`src/rtl/compare_pkg.sv`:
```
// Shared definitions for the compare operand feeder: FSM encodings, default
// operand geometry and counter sizing.
package compare_pkg;

  localparam logic [2:0] IDLE  = 3'd0;
  localparam logic [2:0] CLEAR = 3'd1;
  localparam logic [2:0] FEED  = 3'd2;
  localparam logic [2:0] DRAIN = 3'd3;
  localparam logic [2:0] DONE  = 3'd4;

  localparam int unsigned DEF_N  = 16384;
  localparam int unsigned DEF_W  = 2;
  localparam int unsigned DEF_LW = 32;

  // Bits needed to hold 0..max_val inclusive (never less than one bit).
  function automatic int unsigned cnt_width(input int unsigned max_val);
    return (max_val < 1) ? 1 : $clog2(max_val + 1);
  endfunction

endpackage

```
`src/rtl/compare_digit_shreg.sv`:
```
// LW-bit load/shift buffer that hands out W-bit digits MSB first and reports
// when it is empty or about to be (so a new word can be taken without a bubble).
module compare_digit_shreg
  import compare_pkg::*;
#(
  parameter int unsigned W  = DEF_W,
  parameter int unsigned LW = DEF_LW
) (
  input  logic          clk,
  input  logic          rst,
  input  logic          load,
  input  logic [LW-1:0] word,
  output logic [W-1:0]  dig,
  output logic          empty,
  output logic          refill_next
);

  localparam int unsigned DW = LW / W;
  localparam int unsigned CW = cnt_width(DW);

  logic [LW-1:0] buf_q;
  logic [LW-1:0] buf_d;
  logic [CW-1:0] cnt_q;
  logic [CW-1:0] cnt_d;

  assign empty = (cnt_q == '0);

  // An empty buffer forwards the incoming word's top digit directly so the
  // first digit of a word costs no extra cycle; a load on the last digit
  // parks the whole word for the following cycles.
  always_comb begin
    buf_d = buf_q;
    cnt_d = cnt_q;
    dig   = '0;
    if (empty) begin
      if (load) begin
        dig   = word[LW-1 -: W];
        buf_d = word << W;
        cnt_d = CW'(DW - 1);
      end
    end else begin
      dig = buf_q[LW-1 -: W];
      if (load) begin
        buf_d = word;
        cnt_d = CW'(DW);
      end else begin
        buf_d = buf_q << W;
        cnt_d = cnt_q - 1'b1;
      end
    end
  end

  assign refill_next = (cnt_d <= CW'(1));

  always_ff @(posedge clk or posedge rst) begin
    if (rst) begin
      buf_q <= '0;
      cnt_q <= '0;
    end else begin
      buf_q <= buf_d;
      cnt_q <= cnt_d;
    end
  end

endmodule

```
`src/rtl/compare_operand_feeder.sv`:
```
// Streams two N-bit operands, loaded as LW-bit word pairs, into an MSB-first
// digit comparator and captures the comparator's final verdict.
module compare_operand_feeder
  import compare_pkg::*;
#(
  parameter int unsigned N  = DEF_N,
  parameter int unsigned W  = DEF_W,
  parameter int unsigned LW = DEF_LW
) (
  input  logic          clk,
  input  logic          rst,
  input  logic          start,
  output logic          busy,
  input  logic [LW-1:0] in_x_word,
  input  logic [LW-1:0] in_y_word,
  input  logic          in_valid,
  output logic          in_ready,
  output logic [W-1:0]  x_dig,
  output logic [W-1:0]  y_dig,
  output logic          cmp_clr,
  input  logic          cmp_g,
  input  logic          cmp_e,
  output logic          res_valid,
  output logic          res_gt,
  output logic          res_eq
);

  localparam int unsigned NW  = N / LW;
  localparam int unsigned WCW = cnt_width(NW);

  logic [2:0]     state;
  logic [2:0]     state_d;
  logic [WCW-1:0] words;
  logic [WCW-1:0] words_d;
  logic           drain_second;
  logic           ready_d;
  logic           launch;
  logic           accept;
  logic [W-1:0]   x_next;
  logic [W-1:0]   y_next;
  logic           x_empty;
  logic           y_empty;
  logic           x_refill;
  logic           y_refill;

  assign launch = (state == IDLE) && start;
  assign accept = in_valid && in_ready;

  compare_digit_shreg #(.W(W), .LW(LW)) u_x_shreg (
    .clk         (clk),
    .rst         (rst),
    .load        (accept),
    .word        (in_x_word),
    .dig         (x_next),
    .empty       (x_empty),
    .refill_next (x_refill)
  );

  compare_digit_shreg #(.W(W), .LW(LW)) u_y_shreg (
    .clk         (clk),
    .rst         (rst),
    .load        (accept),
    .word        (in_y_word),
    .dig         (y_next),
    .empty       (y_empty),
    .refill_next (y_refill)
  );

  always_comb begin
    state_d = state;
    words_d = words;
    case (state)
      IDLE: if (start) begin
        state_d = CLEAR;
        words_d = '0;
      end
      CLEAR: state_d = FEED;
      FEED:  if ((words == WCW'(NW)) && x_empty && y_empty) state_d = DRAIN;
      DRAIN: if (drain_second) state_d = DONE;
      DONE:  state_d = IDLE;
      default: state_d = IDLE;
    endcase
    if (accept) words_d = words + 1'b1;
    // in_ready is registered, so it is derived from next-cycle buffer state.
    ready_d = ((state_d == CLEAR) || (state_d == FEED)) && x_refill && y_refill
              && (words_d < WCW'(NW));
  end

  always_ff @(posedge clk or posedge rst) begin
    if (rst) begin
      state        <= IDLE;
      words        <= '0;
      drain_second <= 1'b0;
      busy         <= 1'b0;
      in_ready     <= 1'b0;
      x_dig        <= '0;
      y_dig        <= '0;
      cmp_clr      <= 1'b0;
      res_valid    <= 1'b0;
      res_gt       <= 1'b0;
      res_eq       <= 1'b0;
    end else begin
      state        <= state_d;
      words        <= words_d;
      in_ready     <= ready_d;
      x_dig        <= x_next;
      y_dig        <= y_next;
      cmp_clr      <= launch;
      res_valid    <= (state == DRAIN) && drain_second;
      drain_second <= (state == DRAIN) && !drain_second;
      if (launch) begin
        busy <= 1'b1;
      end else if (state == DONE) begin
        busy <= 1'b0;
      end
      // Comparator flags settle one cycle after the last digit is absorbed.
      if (state == CLEAR) begin
        res_gt <= 1'b0;
        res_eq <= 1'b0;
      end else if ((state == DRAIN) && !drain_second) begin
        res_gt <= cmp_g;
        res_eq <= cmp_e;
      end
    end
  end

endmodule

```
`config.mk`:
```
export PLATFORM = sky130hd
export DESIGN_NAME = compare_operand_feeder
export DESIGN_NICKNAME = d
export VERILOG_FILES = /design/src/rtl/compare_pkg.sv /design/src/rtl/compare_digit_shreg.sv /design/src/rtl/compare_operand_feeder.sv
export SDC_FILE = /design/constraint.sdc
export NUM_CORES = 1
export LEC_CHECK = 0
export BUFFER_PORTS_ARGS = -buffer_cell sky130_fd_sc_hd__buf_2
export CAP_MARGIN = 20
export CORE_MARGIN = 5
export CORE_UTILIZATION = 45
export CTS_CLUSTER_DIAMETER = 100
export DETAILED_ROUTE_END_ITERATION = 8
export MAX_ROUTING_LAYER = met4
export PLACE_DENSITY = 0.63
export SYNTH_ARGS = -nofsm -noshare
export SYNTH_HDL_FRONTEND = slang
export SYNTH_HIERARCHICAL = 1
export SYNTH_SLANG_ARGS = --single-unit
```
`constraint.sdc`:
```
create_clock -name clk -period 4.6 [get_ports clk]
set_input_delay 0.23 -clock clk [delete_from_list [all_inputs] [get_ports clk]]
set_output_delay 0.23 -clock clk [all_outputs]
set_load 0.01 [all_outputs]
```
Yosys cells after proc, flatten, opt, wreduce, memory -nomap -nowiden
Cells that the tools add are included.
W data, S select, Z words.
Cells by class
  $add $sub $neg: 3
  order comparisons: 3
  equal/unequal tests: 9
  multiplexer cells: 29
  reductions and logical operators: 16
Operators with widths (number)
  $mux W32: 6
  $mux W10: 3
  $mux W5: 6
  $pmux W3 S4: 1
  $add A10 B1 Y10 const B: 1
  $eq A10 B10 Y1 const B: 1
  $le A5 B1 Y1 const B: 2
  $logic_not A5 Y1: 2
  $lt A10 B10 Y1 const B: 1
  $sub A5 B1 Y5 const B: 2
  $eq A3 B2 Y1 const B: 3
  $logic_and A1 B1 Y1: 9
  $mux W3: 3
  $mux W2: 4
  $eq A3 B1 Y1 const B: 2
  $mux W1: 6
  $ne A2 B2 Y1 const B: 2
  $reduce_bool A2 Y1: 2
  $eq A3 B3 Y1 const B: 1
  $logic_not A3 Y1: 1
  $logic_not A1 Y1: 1
  $logic_or A1 B1 Y1: 1
Storage, ports and cells
  bits in registers: 98
  input port bits: 70
  output and inout port bits: 10
  logic and storage cells: 75

Logic depth before layout (Yosys ltp)
Gate-level depths: netlist of run 1.
  word-level depth: 10
  gate-level depth with buffers: 10
  depth with buffers taken out: 9

By module
Netlist of run 1, hierarchy kept.
By module, submodules not included
  compare_digit_shreg: instances 2, cells each 114, area each 1898.1 um^2
  compare_operand_feeder: instances 1, cells each 98, area each 1067.3 um^2

Least setup slack after synthesis of run 1
OpenSTA, ideal clock, no wires.
  path type: flip-flop to flip-flop
  start: reg u_y_shreg.cnt_q[0]
  end: reg in_ready
  library setup time: 0.123 ns
  arrival: 1.949 ns
  required time: 4.477 ns
  slack: 2.528 ns
  cell stages (with the launch flop): 11
  period minus slack after synthesis: 2.072 ns
  cells stage by stage: dfrtp_1 inv_1 ha_1 or4b_1 buf_6 clkinv_4 buf_6 and4_1 nand4_1 a31oi_1 nor4_2
Between the ends
  cells in the longest elaborated chain, start to end: 9
  elaborated cells on any way between the ends: 15
  classes of those cells: add/sub (1); order compare (1); eq/ne (2); mux (5); reduce/logical (6)
RTL lines
  start: declaration: RTL line compare_digit_shreg.sv:23  | logic [CW-1:0] cnt_q;
  start signal: assignment: RTL line compare_digit_shreg.sv:61  | cnt_q <= cnt_d;
  $logic_not A5 Y1 *: RTL line compare_digit_shreg.sv:26  | assign empty = (cnt_q == '0);
  net y_empty: RTL line compare_operand_feeder.sv:42  | logic y_empty;
  $logic_and A1 B1 Y1: RTL line compare_operand_feeder.sv:78  | FEED: if ((words == WCW'(NW)) && x_empty && y_empty) state_d = DRAIN;
  $mux W3: RTL line compare_operand_feeder.sv:78
  $pmux W3 S4: RTL line compare_operand_feeder.sv:72  | case (state)
  $eq A3 B1 Y1 or $eq A3 B2 Y1 (tied branches): RTL line compare_operand_feeder.sv:85  | ready_d = ((state_d == CLEAR) || (state_d == FEED)) && x_refill && y_refill
  $logic_or A1 B1 Y1: RTL line compare_operand_feeder.sv:85
  $logic_and A1 B1 Y1: RTL line compare_operand_feeder.sv:85
  $logic_and A1 B1 Y1 *: RTL line compare_operand_feeder.sv:85
  $logic_and A1 B1 Y1 *: RTL line compare_operand_feeder.sv:86  | && (words_d < WCW'(NW));
  net ready_d: RTL line compare_operand_feeder.sv:36  | logic ready_d;
  end signal: assignment: RTL line compare_operand_feeder.sv:105  | in_ready <= ready_d;
  end: declaration: RTL line compare_operand_feeder.sv:17  | output logic in_ready,
The timed path passes the listed nets; every way through them passes the cells marked *.
A chain may end at the register's enable or synchronous reset.

Worst setup path after layout of run 1
  start: reg in_ready
  end: reg in_ready
Between the ends
  elaborated cells on any way between the ends: 14
  classes of those cells: order compare (3); mux (7); reduce/logical (4)
RTL lines
  $logic_and A1 B1 Y1 *: RTL line compare_operand_feeder.sv:47  | assign accept = in_valid && in_ready;
  net accept: RTL line compare_operand_feeder.sv:38  | logic accept;
  $mux W5 (on tied branches): RTL line compare_digit_shreg.sv:43, compare_digit_shreg.sv:36
  $mux W5 *: RTL line compare_digit_shreg.sv:35  | if (empty) begin
  net u_y_shreg.cnt_d[4]: RTL line compare_digit_shreg.sv:24  | logic [CW-1:0] cnt_d;
  $le A5 B1 Y1 *: RTL line compare_digit_shreg.sv:53  | assign refill_next = (cnt_d <= CW'(1));
  net y_refill: RTL line compare_operand_feeder.sv:44  | logic y_refill;
  $logic_and A1 B1 Y1 *: RTL line compare_operand_feeder.sv:85
  $logic_and A1 B1 Y1 *: RTL line compare_operand_feeder.sv:86
  net ready_d: RTL line compare_operand_feeder.sv:36
Marks and branches as above.

==> PnR_summary.wiki, run 1 <==
{| class="wikitable"
! Metric !! Value
|-
| Count of buffers from port buffering || 79
|-
| Tightest Hold Check Type || in -> async
|-
| Post-route fraction of the period consumed by the critical path || 0.608
|-
| Number of setup violations in the final report || 0
|-
| Routed wire length || 9130 um
|-
| Clock Latency Late Sink || 0.35 ns
|-
| Summed instance area of the synthesized netlist || 4860 sq um
|-
| Maximum clock path buffer count || 2
|-
| Avg Synthesized Cell Area || 14.9 sq um
|-
| Dominant cell by count in the synthesized netlist || sky130_fd_sc_hd__dfrtp_1
|-
| Number of flip-flops and latches in the synthesized netlist || 98
|-
| Vias in the first global route || 3269
|-
| Tightest Pin Transition || 0.913 ns
|-
| Die area || 13000 sq um
|-
| Antenna-violating nets left || 0
|-
| Worst setup path class || reg -> reg
|-
| Floorplan die height || 114 um
|-
| Hold violation count in the final report || 0
|-
| Most common flop cell mapped by yosys || sky130_fd_sc_hd__dfrtp_1
|-
| Antenna cell count || 0
|-
| Beginning of the critical path || in_ready
|-
| Area growth syn-to-layout || 14.4%
|-
| Number of enable flip-flop cells after synthesis || 0
|-
| Master of the slowest instance on the critical path || sky130_fd_sc_hd__clkinv_2
|-
| CTS sink cnt || 98
|-
| Clock tree from TritonCTS || done
|-
| FF-to-FF Start || in_ready
|-
| Max IR drop VDD || 0.000215 V
|-
| Critical path fanouts, max || 55
|-
| Vias after detailed routing || 3043
|-
| Data arrival time of the critical path || 3.05 ns
|-
| Minimum period implied by the final worst setup slack || 2.79 ns
|-
| Slew headroom || 0.391
|-
| Drc violations || 0
|-
| Worst reg2reg setup slack || 1.81 ns
|-
| Number of rows in the core area || 38
|-
| Maximum number of pins on one net before global-route repair || 56
|-
| Cells after Synth || 326
|-
| Number of pins with negative max-slew slack in the final report || 0
|-
| Max stage delay on crit path || 0.74 ns
|-
| Final-layout setup total negative slack || 0 ns
|-
| Router iterations before antenna repair || 4
|-
| Mean routed wirelength per cell || 16.7 um
|-
| Crit-path cells || nand2_1 > clkinv_2 > buf_4 > nand2_1 > a31oi_1 > nor2_1 > and4b_1 > nand2_1 > nor4_2
|-
| FMAX || 358 MHz
|-
| Setup bufs post-CTS || 0
|-
| Final worst clock skew || 0.00761 ns
|-
| Half-perimeter wire length of the detailed placement result || 6500 um
|-
| Leakage || 2.60 nW
|-
| Sequential area share after synthesis || 0.504
|-
| Pwr dens || 533 nW/um^2
|-
| Register clock-pin slew on the reported worst setup and hold paths || 0.09 ns
|-
| Vias per cell || 5.57
|-
| CORE AREA || 10700 sq um
|-
| Startpoint class of the critical path || flop
|-
| Synth area leader || sky130_fd_sc_hd__dfrtp_1
|-
| Count of different cell masters after synthesis || 45
|-
| Synth warn || 6
|-
| Yosys top cell area share || 0.504
|-
| H-tree Lvls || 3
|-
| CTS-repair resized insts || 0
|-
| Antenna violations before repair || 0
|-
| Final weighted congestion in routability-driven placement || 0.790
|-
| Status || completed
|-
| Max cap viols || 0
|-
| First-pass GRT wire length || 15800 um
|-
| CTS Hold Buffers Added || 0
|-
| Data required, critical path || 4.86 ns
|-
| Synth cell count leaders || sky130_fd_sc_hd__dfrtp_1 (98), sky130_fd_sc_hd__mux4_2 (60), sky130_fd_sc_hd__nand2_1 (24)
|-
| DP Cell Count || 530
|-
| Share of cells above drive strength 1 || 0.429
|-
| Starting Density || 0.455
|-
| Overall Global Routing Usage || 0.154
|-
| Worst path most repeated cell || sky130_fd_sc_hd__nand2_1
|-
| Number of nets in the synthesized netlist || 400
|-
| Proportion of register bits with asynchronous set or reset after synthesis || 1.00
|-
| Endpoint type of the worst setup path || flop
|-
| Unrepaired setup endpoints after global routing || false
|-
| Post-layout instance count excluding filler cells || 546
|-
| Number of buffers created by CTS || 9
|-
| Initial DRC Count || 237
|-
| Overall overflow remaining after global route || 0
|-
| Biggest area contributors in the synthesized netlist || sky130_fd_sc_hd__dfrtp_1 (50%), sky130_fd_sc_hd__mux4_2 (28%), sky130_fd_sc_hd__nand2_1 (1.9%), sky130_fd_sc_hd__buf_6 (1.6%), sky130_fd_sc_hd__nor2_1 (1.5%)
|-
| Final #Nets || 475
|-
| Floorplan die width || 114 um
|-
| Number of primary I/O pins || 80
|-
| Clock root cell || sky130_fd_sc_hd__clkbuf_8
|}
-- through the flow --
stage / instance area (sq um) / hold WS [ns] / utilization / total power, mW / setup slack [ns]
after detailed placement: 5310 / 0.401 / 0.496 / 2.33 / 1.84
after global placement: 5310 / 0.401 / 0.496 / 2.29 / 1.94
final: 5560 / 0.00692 / 0.520 / 2.96 / 1.81
after global routing: 5560 / 0.0541 / 0.520 / 3.18 / 1.55
after floorplan: 4860 / 0.245 / - / 2.14 / 2.53
after CTS: 5560 / 0.0113 / 0.520 / 3.01 / 1.80
-- state kept, by name, indices dropped and copies added, names as in the netlist --
register and flops:
res_gt 1, u_y_shreg/cnt_q 5, res_eq 1, busy 1, in_ready 1, cmp_clr 1
drain_second 1, u_x_shreg/buf_q 32, words 10, state 3, u_x_shreg/cnt_q 5, u_y_shreg/buf_q 32
x_dig 2, y_dig 2, res_valid 1
-- kinds of logic (layout without fill, tap and decap cells) --
family                     count (synthesis)  after routing  synth area share
muxes                                     63             63             0.284
adders and majority gates                  4              4            0.0103
and+or+nand+nor                           83             83            0.0929
buffers and inverters                     37            117            0.0486
AOI/OAI and AO/OA                         36             36            0.0507
xor gates and xnor gates                   5              5           0.00900
DFF                                       98             98             0.504
-- layout by cell type, fill, tap and decap left out, types with 5 or more instances in the layout --
master / count
sky130_fd_sc_hd__nand2_1: 24
sky130_fd_sc_hd__inv_1: 14
sky130_fd_sc_hd__a22o_1: 8
sky130_fd_sc_hd__mux4_2: 60
sky130_fd_sc_hd__buf_2: 79
sky130_fd_sc_hd__a31oi_1: 6
sky130_fd_sc_hd__o21ai_0: 9
sky130_fd_sc_hd__nand3_1: 9
sky130_fd_sc_hd__clkbuf_8: 11
sky130_fd_sc_hd__buf_4: 5
sky130_fd_sc_hd__nor2_1: 19
sky130_fd_sc_hd__dfrtp_1: 98
-- critical path, delay by kind of cell, from the launching register on --
family	cells	cell delay, ns
AOI/OAI and AO/OA	1	0.11
buffers and inverters	2	1.30
DFF	1	0.39
and+or+nand+nor	6	0.89
-- where the power goes --
group | internal, mW | switching (mW) | total (mW) | leakage (nW)
Combinational | 0.560 | 0.464 | 1.02 | 1.15
Clock | 0.391 | 0.280 | 0.672 | 0.123
Sequential | 1.11 | 0.157 | 1.27 | 1.33
Total | 2.06 | 0.900 | 2.96 | 2.60
-- path summary, 6_finish.rpt --
kind,endpoint,depth (start not counted)
setup / recovery,in_ready,9
hold / removal,u_y_shreg/buf_q[30],3
max in group asynchronous,in_ready,2
hold reg to reg,y_dig[0],2
min in group clk,res_eq,2
setup reg to reg,in_ready,9
-- cell type report --
class | instances | area [sq um]
Clock inverter | 4 | 97.6
Multi-Input combinational cell | 191 | 2170
Fill cell | 919 | 5130
Clock buffer | 12 | 155
Timing Repair Buffer | 84 | 433
Sequential cell | 98 | 2450
Tap cell | 140 | 175
Inverter | 17 | 75.1
-- layer usage --
layer	vias to the layer above	global-route usage	routed length, um
met5	-	-	0
met4	0	0.0380	72
met3	4	0.0334	336
met2	55	0.246	4710
met1	1586	0.205	4020
li1	1398	-	-
Note: power is estimated with default switching activity, not from simulation.
==> run 2, diff against run 1 <==
--- a/config.mk
+++ b/config.mk
@@ -5,6 +5,7 @@
 export SDC_FILE = /design/constraint.sdc
 export NUM_CORES = 1
 export LEC_CHECK = 0
+export ABC_AREA = 1
 export BUFFER_PORTS_ARGS = -buffer_cell sky130_fd_sc_hd__buf_2
 export CAP_MARGIN = 20
 export CORE_MARGIN = 5
@@ -12,7 +13,7 @@
 export CTS_CLUSTER_DIAMETER = 100
 export DETAILED_ROUTE_END_ITERATION = 8
 export MAX_ROUTING_LAYER = met4
-export PLACE_DENSITY = 0.63
+export PLACE_DENSITY = 0.62
 export SYNTH_ARGS = -nofsm -noshare
 export SYNTH_HDL_FRONTEND = slang
 export SYNTH_HIERARCHICAL = 1
==> constraint.sdc (replaced) <==
create_clock -name clk -period 2.6 [get_ports clk]
set_input_delay 0.13 -clock clk [delete_from_list [all_inputs] [get_ports clk]]
set_output_delay 0.13 -clock clk [all_outputs]
set_load 0.01 [all_outputs]
==> run 2 against run 1 <==
Net effect: clock-buffer cell count down 3; clock skew is 0.0036 ns lower; first-iteration DRC count fell by 11%; critical path depth up 1; hold slack improved by 0.063 ns; combinational power increased by 100%; non-clock buffer count up 9; global-route usage grew 1.4 points; clock power rose by 110%; via count is 45% higher; core utilization down 0.27 points; critical path type unchanged; largest cell class unchanged; largest power group unchanged.
==> PnR_summary.wiki, run 2 <==
{| class="wikitable"
! Metric !! Value
|-
| Worst hold slack || 0.0695 ns (+0.0626 ns)
|-
| Max cap viols || 0 (unchanged)
|-
| Critical path fanouts, max || 29 (-47%)
|-
| Data arrival time of the critical path || 2.19 ns (-0.86 ns)
|-
| Maximum clock path buffer count || 2 (unchanged)
|-
| Overall Global Routing Usage || 0.168 (+0.0137)
|-
| Master of the slowest instance on the critical path || sky130_fd_sc_hd__dfrtp_1
|-
| Router iterations before antenna repair || 5 (+1)
|-
| Initial DRC Count || 210 (-11%)
|-
| Synth area leader || sky130_fd_sc_hd__dfrtp_1
|-
| Vias after detailed routing || 4398 (+45%)
|-
| H-tree Lvls || 3 (unchanged)
|-
| Data required, critical path || 2.89 ns (-1.97 ns)
|-
| Synth warn || 6 (unchanged)
|-
| Startpoint class of the critical path || flop
|-
| Biggest area contributors in the synthesized netlist || sky130_fd_sc_hd__dfrtp_1 (45%), sky130_fd_sc_hd__nand2_1 (15%), sky130_fd_sc_hd__o21ai_0 (4.5%), sky130_fd_sc_hd__inv_1 (4.2%), sky130_fd_sc_hd__nor2_1 (4.0%)
|-
| Avg Synthesized Cell Area || 8.08 sq um (-46%)
|-
| Reported net switching power || 2.03 mW (+130%)
|-
| Number of pins with negative max-slew slack in the final report || 0 (unchanged)
|-
| Routed wire length || 11300 um (+24%)
|-
| Worst setup path class || reg -> reg
|-
| Vias in the first global route || 4216 (+29%)
|-
| Part of the total power dissipated in sequential elements || 0.389 (-0.039)
|-
| Proportion of register bits with asynchronous set or reset after synthesis || 1.00 (unchanged)
|-
| Antenna-violating nets left || 0 (unchanged)
|-
| Number of primary I/O pins || 80 (unchanged)
|-
| Vias per cell || 4.95 (-11%)
|-
| Count of different cell masters after synthesis || 33 (-27%)
|-
| Number of buffers created by CTS || 9 (unchanged)
|-
| Crit-path cells || inv_1 > ha_1 > nand3_4 > nand3_1 > nand3_2 > nor2_2 > nand2_1 > nor2_1 > nand3_2 > nor2_2
|-
| Drc violations || 0 (unchanged)
|-
| Unrepaired setup endpoints after global routing || false
|-
| Die area || 14300 sq um (+9.9%)
|-
| Number of enable flip-flop cells after synthesis || 0 (unchanged)
|-
| Endpoint type of the worst setup path || flop
|-
| Number of nets in the synthesized netlist || 741 (+85%)
|-
| Final #Nets || 811 (+71%)
|-
| Crit path max-delay family || simple AND/OR/NAND/NOR gates
|-
| Registers with the highest flip-flop counts || u_x_shreg/buf_q (32), u_y_shreg/buf_q (32), words (10)
|-
| Antenna cell count || 0 (unchanged)
|-
| Internal power || 3.72 mW (+80%)
|-
| Final weighted congestion in routability-driven placement || 0.814 (+3.0%)
|-
| Overall overflow remaining after global route || 0 (unchanged)
|-
| CORE AREA || 11900 sq um (+11%)
|-
| Maximum number of pins on one net before global-route repair || 69 (+23%)
|-
| FMAX || 526 MHz (+47%)
|-
| Pwr dens || 937 nW/um^2 (+76%)
|-
| Antenna violations before repair || 0 (unchanged)
|-
| Clock root cell || sky130_fd_sc_hd__clkbuf_16
|-
| Area growth syn-to-layout || 13.8%
|-
| CTS sink cnt || 98 (unchanged)
|-
| Count of buffers from port buffering || 79 (unchanged)
|-
| Half-perimeter wire length of the detailed placement result || 7990 um (+23%)
|-
| Final-layout setup total negative slack || 0 ns (unchanged)
|-
| Minimum period implied by the final worst setup slack || 1.90 ns (-0.894 ns)
|-
| Slew headroom || 0.562 (+0.172)
|-
| Post-route fraction of the period consumed by the critical path || 0.731 (+0.123)
|-
| CP bufs+invs || 1 (-1)
|-
| Setup slack at placement || 0.700 ns (-1.14 ns)
|-
| Leakage || 3.14 nW (+21%)
|-
| Final worst clock skew || 0.00400 ns (-0.00361 ns)
|-
| Clock Latency Late Sink || 0.35 ns (about the same)
|-
| Register clock-pin slew on the reported worst setup and hold paths || 0.07 ns (-0.02 ns)
|-
| Mean routed wirelength per cell || 12.7 um (-24%)
|-
| Worst setup slack after layout || 0.700 ns (-1.11 ns)
|-
| Sequential area share after synthesis || 0.455 (-0.0494)
|-
| Clock tree from TritonCTS || done
|-
| Status || completed
|-
| Worst reg2reg setup slack || 0.70 ns (-1.11 ns)
|-
| Floorplan die width || 119 um (+4.8%)
|-
| Sw frac || 0.354 (+0.0496)
|-
| Hold violation count in the final report || 0 (unchanged)
|-
| First-pass GRT wire length || 19300 um (+22%)
|-
| Floorplan die height || 119 um (+4.8%)
|-
| Share of cells above drive strength 1 || 0.212 (-0.217)
|-
| Most used cells in the layout excluding fill and tap cells || sky130_fd_sc_hd__nand2_1 (215), sky130_fd_sc_hd__dfrtp_1 (98), sky130_fd_sc_hd__buf_2 (79), sky130_fd_sc_hd__inv_1 (60), sky130_fd_sc_hd__nor2_1 (57)
|-
| Number of rows in the core area || 40 (+5.3%)
|-
| Synth cell count leaders || sky130_fd_sc_hd__nand2_1 (215), sky130_fd_sc_hd__dfrtp_1 (98), sky130_fd_sc_hd__inv_1 (60)
|-
| Dominant cell by count in the synthesized netlist || sky130_fd_sc_hd__nand2_1
|-
| Number of setup violations in the final report || 0 (unchanged)
|-
| Comb pwr share || 0.364 (+0.019)
|-
| Starting Density || 0.455 (about the same)
|-
| Summed instance area of the synthesized netlist || 5390 sq um (+11%)
|-
| Clock share of power || 0.247 (+0.020)
|-
| Max IR drop VDD || 0.000348 V (+62%)
|-
| Most common cell after layout, fill and taps aside || sky130_fd_sc_hd__nand2_1
|-
| Post-layout utilization of the core || 0.517 (-0.00270)
|-
| Cells after Synth || 667 (+100%)
|-
| Max stage delay on crit path || 0.36 ns (-0.38 ns)
|-
| Most common flop cell mapped by yosys || sky130_fd_sc_hd__dfrtp_1
|-
| Yosys top cell area share || 0.455 (-0.0494)
|-
| Number of flip-flops and latches in the synthesized netlist || 98 (unchanged)
|-
| Tightest Hold Check Type || in -> reg
|-
| Tightest Pin Transition || 0.657 ns (-0.256 ns)
|}
## run 2: metal layers
metal,GRT usage,wire length (um),vias up
met5,-,0,-
met4,0.0644,202,0
met3,0.0313,491,13
met2,0.261,5310,81
met1,0.220,5290,2027
li1,-,-,2277
## run 2: metrics by stage
stage | total power [mW] | cell area [sq um] | cells
final | 5.75 | 6140 | 889
after global routing | 6.23 | 6140 | 889
after CTS | 5.80 | 6080 | 887
after detailed placement | 4.35 | 5730 | 868
after global placement | 4.25 | 5730 | 868
after floorplan | 4.06 | 5390 | 667
## run 2: worst register-to-register path, cell delays in order (launching register included)
cell and delay, ns:
sky130_fd_sc_hd__dfrtp_1 0.36, sky130_fd_sc_hd__inv_1 0.09, sky130_fd_sc_hd__ha_1 0.29, sky130_fd_sc_hd__nand3_4 0.32, sky130_fd_sc_hd__nand3_1 0.25, sky130_fd_sc_hd__nand3_2 0.10, sky130_fd_sc_hd__nor2_2 0.09, sky130_fd_sc_hd__nand2_1 0.06
sky130_fd_sc_hd__nor2_1 0.12, sky130_fd_sc_hd__nand3_2 0.09, sky130_fd_sc_hd__nor2_2 0.09
## run 2: power by group through the flow
stage               Sequential, mW  Clock, mW  Combinational (mW)
floorplan                     2.23          0                1.83
global placement              2.25          0                2.00
detailed placement            2.26          0                2.09
CTS                           2.24       1.46                2.10
global route                  2.29       1.53                2.42
finish                        2.24       1.42                2.09
## run 2: area by class of cell
type | count | area (sq um)
fillers | 1162 | 5730
flip-flops and latches | 98 | 2450
multi-input cells | 466 | 2370
repair buffers | 93 | 548
inverters | 69 | 260
clock buffers | 9 | 225
well taps | 147 | 184
clock inverters | 7 | 93.8
## run 2: path summary, 6_finish.rpt
path,from,endpoint,cells after the start
hold reg to reg,drain_second,drain_second,1
hold / removal,start,cmp_clr,3
setup reg to reg,u_y_shreg/cnt_q[0],in_ready,10
setup / recovery,u_y_shreg/cnt_q[0],in_ready,10
max in group asynchronous,rst,u_y_shreg/buf_q[29],4
min in group asynchronous,rst,y_dig[1],3
## run 2: cells by family (layout without fill, tap and decap cells)
group	count (synthesis)	in the layout	share of synthesized area
AO/OA/AOI/OAI	138	138	0.165
XOR/XNOR	3	3	0.00487
adder cells (fa/ha/maj)	4	4	0.00928
buffers and inverters	103	178	0.105
flip-flops	98	98	0.455
multiplexers	1	1	0.00186
AND/OR/NAND/NOR	320	320	0.259
## run 2: repair_timing
| item | in CTS | in global routing |
|---|---|---|
| hold buffers | 3 | 0 |
| gates resized for setup | 0 | 0 |
| endpoints found under the setup margin | 0 | 0 |
| hold endpoints to repair | 13 | 0 |
| setup buffers | 0 | 0 |
